--- src/rtl/l2_refill_arbiter.sv ---
// l2_refill_arbiter
// Shares the single L2 line-refill port between the I$ and D$ miss paths.
// One refill is in flight at a time. Requesters are picked round-robin,
// the line-aligned address goes to L2, the returned line is buffered, and
// the line is handed back to the cache that owns the transaction.
//
// Ports:
//   clk_i, rst_i              clock, synchronous active-high reset
//   ic_req_* / dc_req_*       L1 refill requests (valid/addr in, ready out)
//   ic_resp_* / dc_resp_*     refill line back to each L1 (valid/data out, ready in)
//   l2_req_*                  line-aligned request to L2 (valid/addr out, ready in)
//   l2_resp_*                 line return from L2 (valid/data in, ready out)
//   busy_o                    a transaction is in flight
//   owner_o                   current/last owner: 0 = I$, 1 = D$
module l2_refill_arbiter #(
  parameter int ADDR_WIDTH = 32,
  parameter int LINE_SIZE  = 64
) (
  input  logic                   clk_i,
  input  logic                   rst_i,
  input  logic                   ic_req_valid_i,
  input  logic [ADDR_WIDTH-1:0]  ic_req_addr_i,
  output logic                   ic_req_ready_o,
  output logic                   ic_resp_valid_o,
  output logic [LINE_SIZE*8-1:0] ic_resp_data_o,
  input  logic                   ic_resp_ready_i,
  input  logic                   dc_req_valid_i,
  input  logic [ADDR_WIDTH-1:0]  dc_req_addr_i,
  output logic                   dc_req_ready_o,
  output logic                   dc_resp_valid_o,
  output logic [LINE_SIZE*8-1:0] dc_resp_data_o,
  input  logic                   dc_resp_ready_i,
  output logic                   l2_req_valid_o,
  output logic [ADDR_WIDTH-1:0]  l2_req_addr_o,
  input  logic                   l2_req_ready_i,
  input  logic                   l2_resp_valid_i,
  input  logic [LINE_SIZE*8-1:0] l2_resp_data_i,
  output logic                   l2_resp_ready_o,
  output logic                   busy_o,
  output logic                   owner_o
);

  localparam int OFFSET = $clog2(LINE_SIZE);
  localparam int DATA_W = LINE_SIZE * 8;
  localparam logic [ADDR_WIDTH-1:0] LINE_MASK = {ADDR_WIDTH{1'b1}} << OFFSET;

  typedef enum logic [1:0] {
    ARB     = 2'd0,
    L2_REQ  = 2'd1,
    L2_WAIT = 2'd2,
    RESP    = 2'd3
  } state_t;

  state_t state, state_next;
  logic owner, last_grant;
  logic [ADDR_WIDTH-1:0] addr_q;
  logic [DATA_W-1:0] line_q;
  logic ic_win, dc_win, owner_ready;

  // Round-robin pick. With both valid the one that did not win last time
  // goes first. Nothing is granted during a reset cycle so no requester
  // believes it was accepted by a transaction that reset is about to drop.
  always_comb begin
    ic_win = 1'b0;
    dc_win = 1'b0;
    if (state == ARB && !rst_i) begin
      if (ic_req_valid_i && dc_req_valid_i) begin
        ic_win = last_grant;
        dc_win = !last_grant;
      end else begin
        ic_win = ic_req_valid_i;
        dc_win = dc_req_valid_i;
      end
    end
  end

  assign owner_ready = owner ? dc_resp_ready_i : ic_resp_ready_i;

  // Next-state and handshake outputs. Response data is only driven to the
  // owning cache while its valid is up.
  always_comb begin
    state_next      = state;
    ic_req_ready_o  = ic_win;
    dc_req_ready_o  = dc_win;
    l2_req_valid_o  = 1'b0;
    l2_resp_ready_o = 1'b0;
    ic_resp_valid_o = 1'b0;
    dc_resp_valid_o = 1'b0;
    ic_resp_data_o  = '0;
    dc_resp_data_o  = '0;
    case (state)
      ARB: begin
        if (ic_win || dc_win) state_next = L2_REQ;
      end
      L2_REQ: begin
        l2_req_valid_o = 1'b1;
        if (l2_req_ready_i) state_next = L2_WAIT;
      end
      L2_WAIT: begin
        l2_resp_ready_o = 1'b1;
        if (l2_resp_valid_i) state_next = RESP;
      end
      RESP: begin
        if (owner) begin
          dc_resp_valid_o = 1'b1;
          dc_resp_data_o  = line_q;
        end else begin
          ic_resp_valid_o = 1'b1;
          ic_resp_data_o  = line_q;
        end
        if (owner_ready) state_next = ARB;
      end
      default: state_next = ARB;
    endcase
  end

  assign l2_req_addr_o = addr_q;
  assign busy_o        = (state != ARB);
  assign owner_o       = owner;

  // State, transaction context and line buffer. last_grant resets to D$
  // so the I$ wins the first tie after reset.
  always_ff @(posedge clk_i) begin
    if (rst_i) begin
      state      <= ARB;
      owner      <= 1'b0;
      last_grant <= 1'b1;
      addr_q     <= '0;
      line_q     <= '0;
    end else begin
      state <= state_next;
      if (ic_win || dc_win) begin
        owner  <= dc_win;
        addr_q <= (dc_win ? dc_req_addr_i : ic_req_addr_i) & LINE_MASK;
      end
      if (state == L2_WAIT && l2_resp_valid_i) line_q <= l2_resp_data_i;
      if (state == RESP && owner_ready) last_grant <= owner;
    end
  end

endmodule

--- config.mk ---
export PLATFORM = sky130hd
export DESIGN_NAME = l2_refill_arbiter
export DESIGN_NICKNAME = d
export VERILOG_FILES = /design/src/rtl/l2_refill_arbiter.sv
export SDC_FILE = /design/constraint.sdc
export NUM_CORES = 2
export LEC_CHECK = 0
export ABC_CLOCK_PERIOD_IN_PS = 3100
export CELL_PAD_IN_SITES_DETAIL_PLACEMENT = 0
export CELL_PAD_IN_SITES_GLOBAL_PLACEMENT = 1
export CORE_AREA = 2 2 643 645
export CTS_CLUSTER_SIZE = 25
export DETAILED_ROUTE_END_ITERATION = 10
export DIE_AREA = 0 0 645 647
export PLACE_DENSITY_LB_ADDON = 0.1
export SYNTH_ARGS = -nofsm -noshare
export SYNTH_HDL_FRONTEND = slang
export SYNTH_SLANG_ARGS = --single-unit
--- constraint.sdc ---
create_clock -name clk_i -period 3.1 [get_ports clk_i]
set_clock_uncertainty 0.2 [all_clocks]
set_input_delay 0.62 -clock clk_i [delete_from_list [all_inputs] [get_ports clk_i]]
set_output_delay 0.62 -clock clk_i [all_outputs]
set_load 0.01 [all_outputs]
==> run summary <==
Relative slew slack: 42.0%
Synth area leader: dfxtp_1
Fin worst setup slack: -0.347 ns
Crit path launch type: register
Ys async rst share: 0%
CP Max Fanout: 7
Power share of the clock group: 40.6%
Internal power: 0.0173 W
Final Max Slew Viols: 0
WL per Instance: 27.2 µm
Global route overflow: 0
Largest net degree at the start of global routing: 104
Total power: 0.0270 W
Vias in the first global route: 32.6k
Core Area: 411000 µm²
Die W: 645 µm
CP peak stage delay: 0.35 ns
Max-cap violations: 0
Fin crit share: 111%
Number of H-tree levels: 3
# rows: 236
Proportion of layout cells with a drive suffix above 1: 20.5%
Estimated wirelength of the detail-placed design: 224000 µm
TritonCTS Buffers: 93
Pwr dens: 471 nW/µm²
Reg2reg setup slack: 0.58 ns
Seq pwr share: 32.2%
Crit path capture type: primary output
Synthesized cell area: 25700 µm²
Switching pwr: 0.00968 W
Cell area after layout: 57300 µm²
Required time worst endpoint: 2.28 ns
Max IR drop VDD: 395 µV
Post-DP Area: 49300 µm²
Initial antenna violation count: 196
Synth warn: 0
Minimum clock period: 3.45 ns
Sequential share of the synthesized area: 42.2%
Vias post-DR: 32.9k
First-pass GRT wire length: 360000 µm
Routability cong.: 0.786
Top_reg_cell synth: dfxtp_1
Fin. Hold Viols: 0
RSZ-0062 raised after global routing: true
Post-synth EDFFs: 0
Count of cell types in the netlist: 23
Clk sinks: 542
Clock Path Buffers: 4
Synth top cells by count: nand2_1, dfxtp_1, a21oi_1
Slowest-stage cell, CP: dfxtp_2
FF+latch count, synth: 542
IO Count: 1648
Share of the synthesized area in the top cell type: 42.2%
Crit-path cells: ha_4 > nor2b_4 > buf_12 > buf_16 > buf_16 > clkbuf_16 > clkbuf_16 > and2_4 > buf_6
DRC: 0
Number of I/O port buffers: 1629
Sw Ratio: 35.9%
Failing checks: negative setup slack
Worst skew pair latency: 0.82 ns
GRT Overall Usage: 13.1%
Lkg Pwr: 32.0 nW
Slew @ Worst Pin: 0.870 ns
Area Growth Syn to Fin: 123%
First-pass iteration count of the detailed router: 6
CP Data Arrival Time: 2.63 ns
Worst hold slack: 0.116 ns
Reg clk slew, reported paths: 0.06 ns
Comb pwr share: 27.3%
Status: finished, violations left
Worst min path class: primary input to register
Achievable Freq: 290 MHz
Routed wire length: 296000 µm
Nets: 5838
Via-per-instance ratio: 3.03
Syn Inst Count: 3548
CTS tree: yes
Final setup viols: 948
Initial Util: 6.25%
Die area: 417000 µm²
Syn avg cell area: 7.25 µm²
Chip height: 647 µm
Final ANT Viol Nets: 0
CP Class: register to primary output
CTS root buf: clkbuf_16
Most common cell in the netlist: nand2_1
DRT iter0 DRCs: 1586
Top cells by area, synth: dfxtp_1, nand2_1, and2_1, and3_1, a21oi_1
==> area by class of cell <==
class	count	area, µm²
antenna	68	170
sequential	542	10900
tap	5474	6850
clock inverter	19	205
inverter	5	18.8
clock buffer	142	2800
multi-input combinational	2648	14000
timing repair buffer	1960	22400
fill	47100	354000
==> cell usage in the layout, fill, tap and decap left out, drive strengths merged <==
master,Yosys,routed
nand2b,2,2
nand2,1027,1027
dlygate4sd2,0,3
inv,5,7
and2,514,514
conb,1,6
nor2b,2,2
mux2i,1,1
bufinv,0,3
nor2,28,28
clkdlybuf4s15,0,12
and3,514,514
dfxtp,542,542
clkinvlp,0,2
o21ai,2,2
bufbuf,0,4
a211oi,1,1
o21bai,2,2
ha,4,4
a21oi,516,516
clkinv,0,12
a222oi,27,27
dlymetal6s2s,0,573
clkdlybuf4s50,0,617
diode,0,68
a21o,1,1
nand3,1,1
buf,101,625
clkbuf,257,268
==> path summary, 6_finish.rpt <==
kind	from	end	depth (start not counted)
max	state[0]$_SDFFE_PP0P_	ic_resp_data_o[167]	9
min	l2_resp_data_i[426]	line_q[426]$_SDFFE_PP0P_	3
max reg2reg	state[0]$_SDFFE_PP0P_	line_q[146]$_SDFFE_PP0P_	8
min reg2reg	line_q[310]$_SDFFE_PP0P_	line_q[310]$_SDFFE_PP0P_	2
==> worst max-delay path, delay by kind of cell (launching register included) <==
| kind | cells | cell delay [ns] |
|---|---|---|
| buffers and inverters | 6 | 0.87 |
| DFF | 1 | 0.35 |
| and+or+nand+nor | 2 | 0.34 |
| adders and majority gates | 1 | 0.17 |
==> metrics by stage <==
step | cells | setup TNS [ns] | utilization [%] | worst slack, ns
2_1_floorplan | 3553 | 0 | - | 0.820
3_3_place_gp | 10500 | -0.0427 | 12.0 | -0.0262
3_5_place_dp | 10500 | -0.0970 | 12.0 | -0.0222
4_1_cts | 10700 | -666.70 | 13.2 | -0.867
5_1_grt | 10800 | -338.04 | 13.9 | -0.499
6_report | 10900 | -178.69 | 13.9 | -0.347
==> power by group through the flow <==
stage | registers, W | logic [W] | clock network, W
finish | 0.00867 | 0.00735 | 0.0109
global route | 0.00878 | 0.00799 | 0.0118
CTS | 0.00870 | 0.00680 | 0.0117
detailed placement | 0.00884 | 0.00590 | 0
global placement | 0.00882 | 0.00591 | 0
floorplan | 0.00816 | 0.00244 | 0
==> flip-flops by register name (all words and copies together) (netlist names) <==
name / flops
last_grant: 1
l2_req_addr_o: 26
owner_o: 1
state: 2
line_q: 512
==> timing repair <==
item                       4_1_cts  5_1_grt
setup endpoints to repair     1032     1032
resized for setup              640     1859
hold buffers                     0        0
buffers inserted                50       73
pin swaps                        2        8
cloned                          28       40
==> cells by family (layout without fill, tap and decap cells) <==
family | after synthesis | count (layout) | synth area share, %
flops | 542 | 542 | 42.2
mux | 1 | 1 | 0.0389
other cells | 1 | 74 | 0.0146
buf+inv | 363 | 2126 | 5.76
simple gates | 2088 | 2088 | 40.5
compound gates | 549 | 549 | 11.3
fa+ha+maj | 4 | 4 | 0.195
==> layer usage <==
metal  up-vias  part of all wire, %  GRT usage [%]
li1      15100                    -              -
met1     16000                   40           14.9
met2      1225                   49           23.2
met3       433                  8.2           5.11
met4       106                  2.0           2.32
met5         -                 0.23              0
No activity file was read; power rests on OpenSTA's default activity.
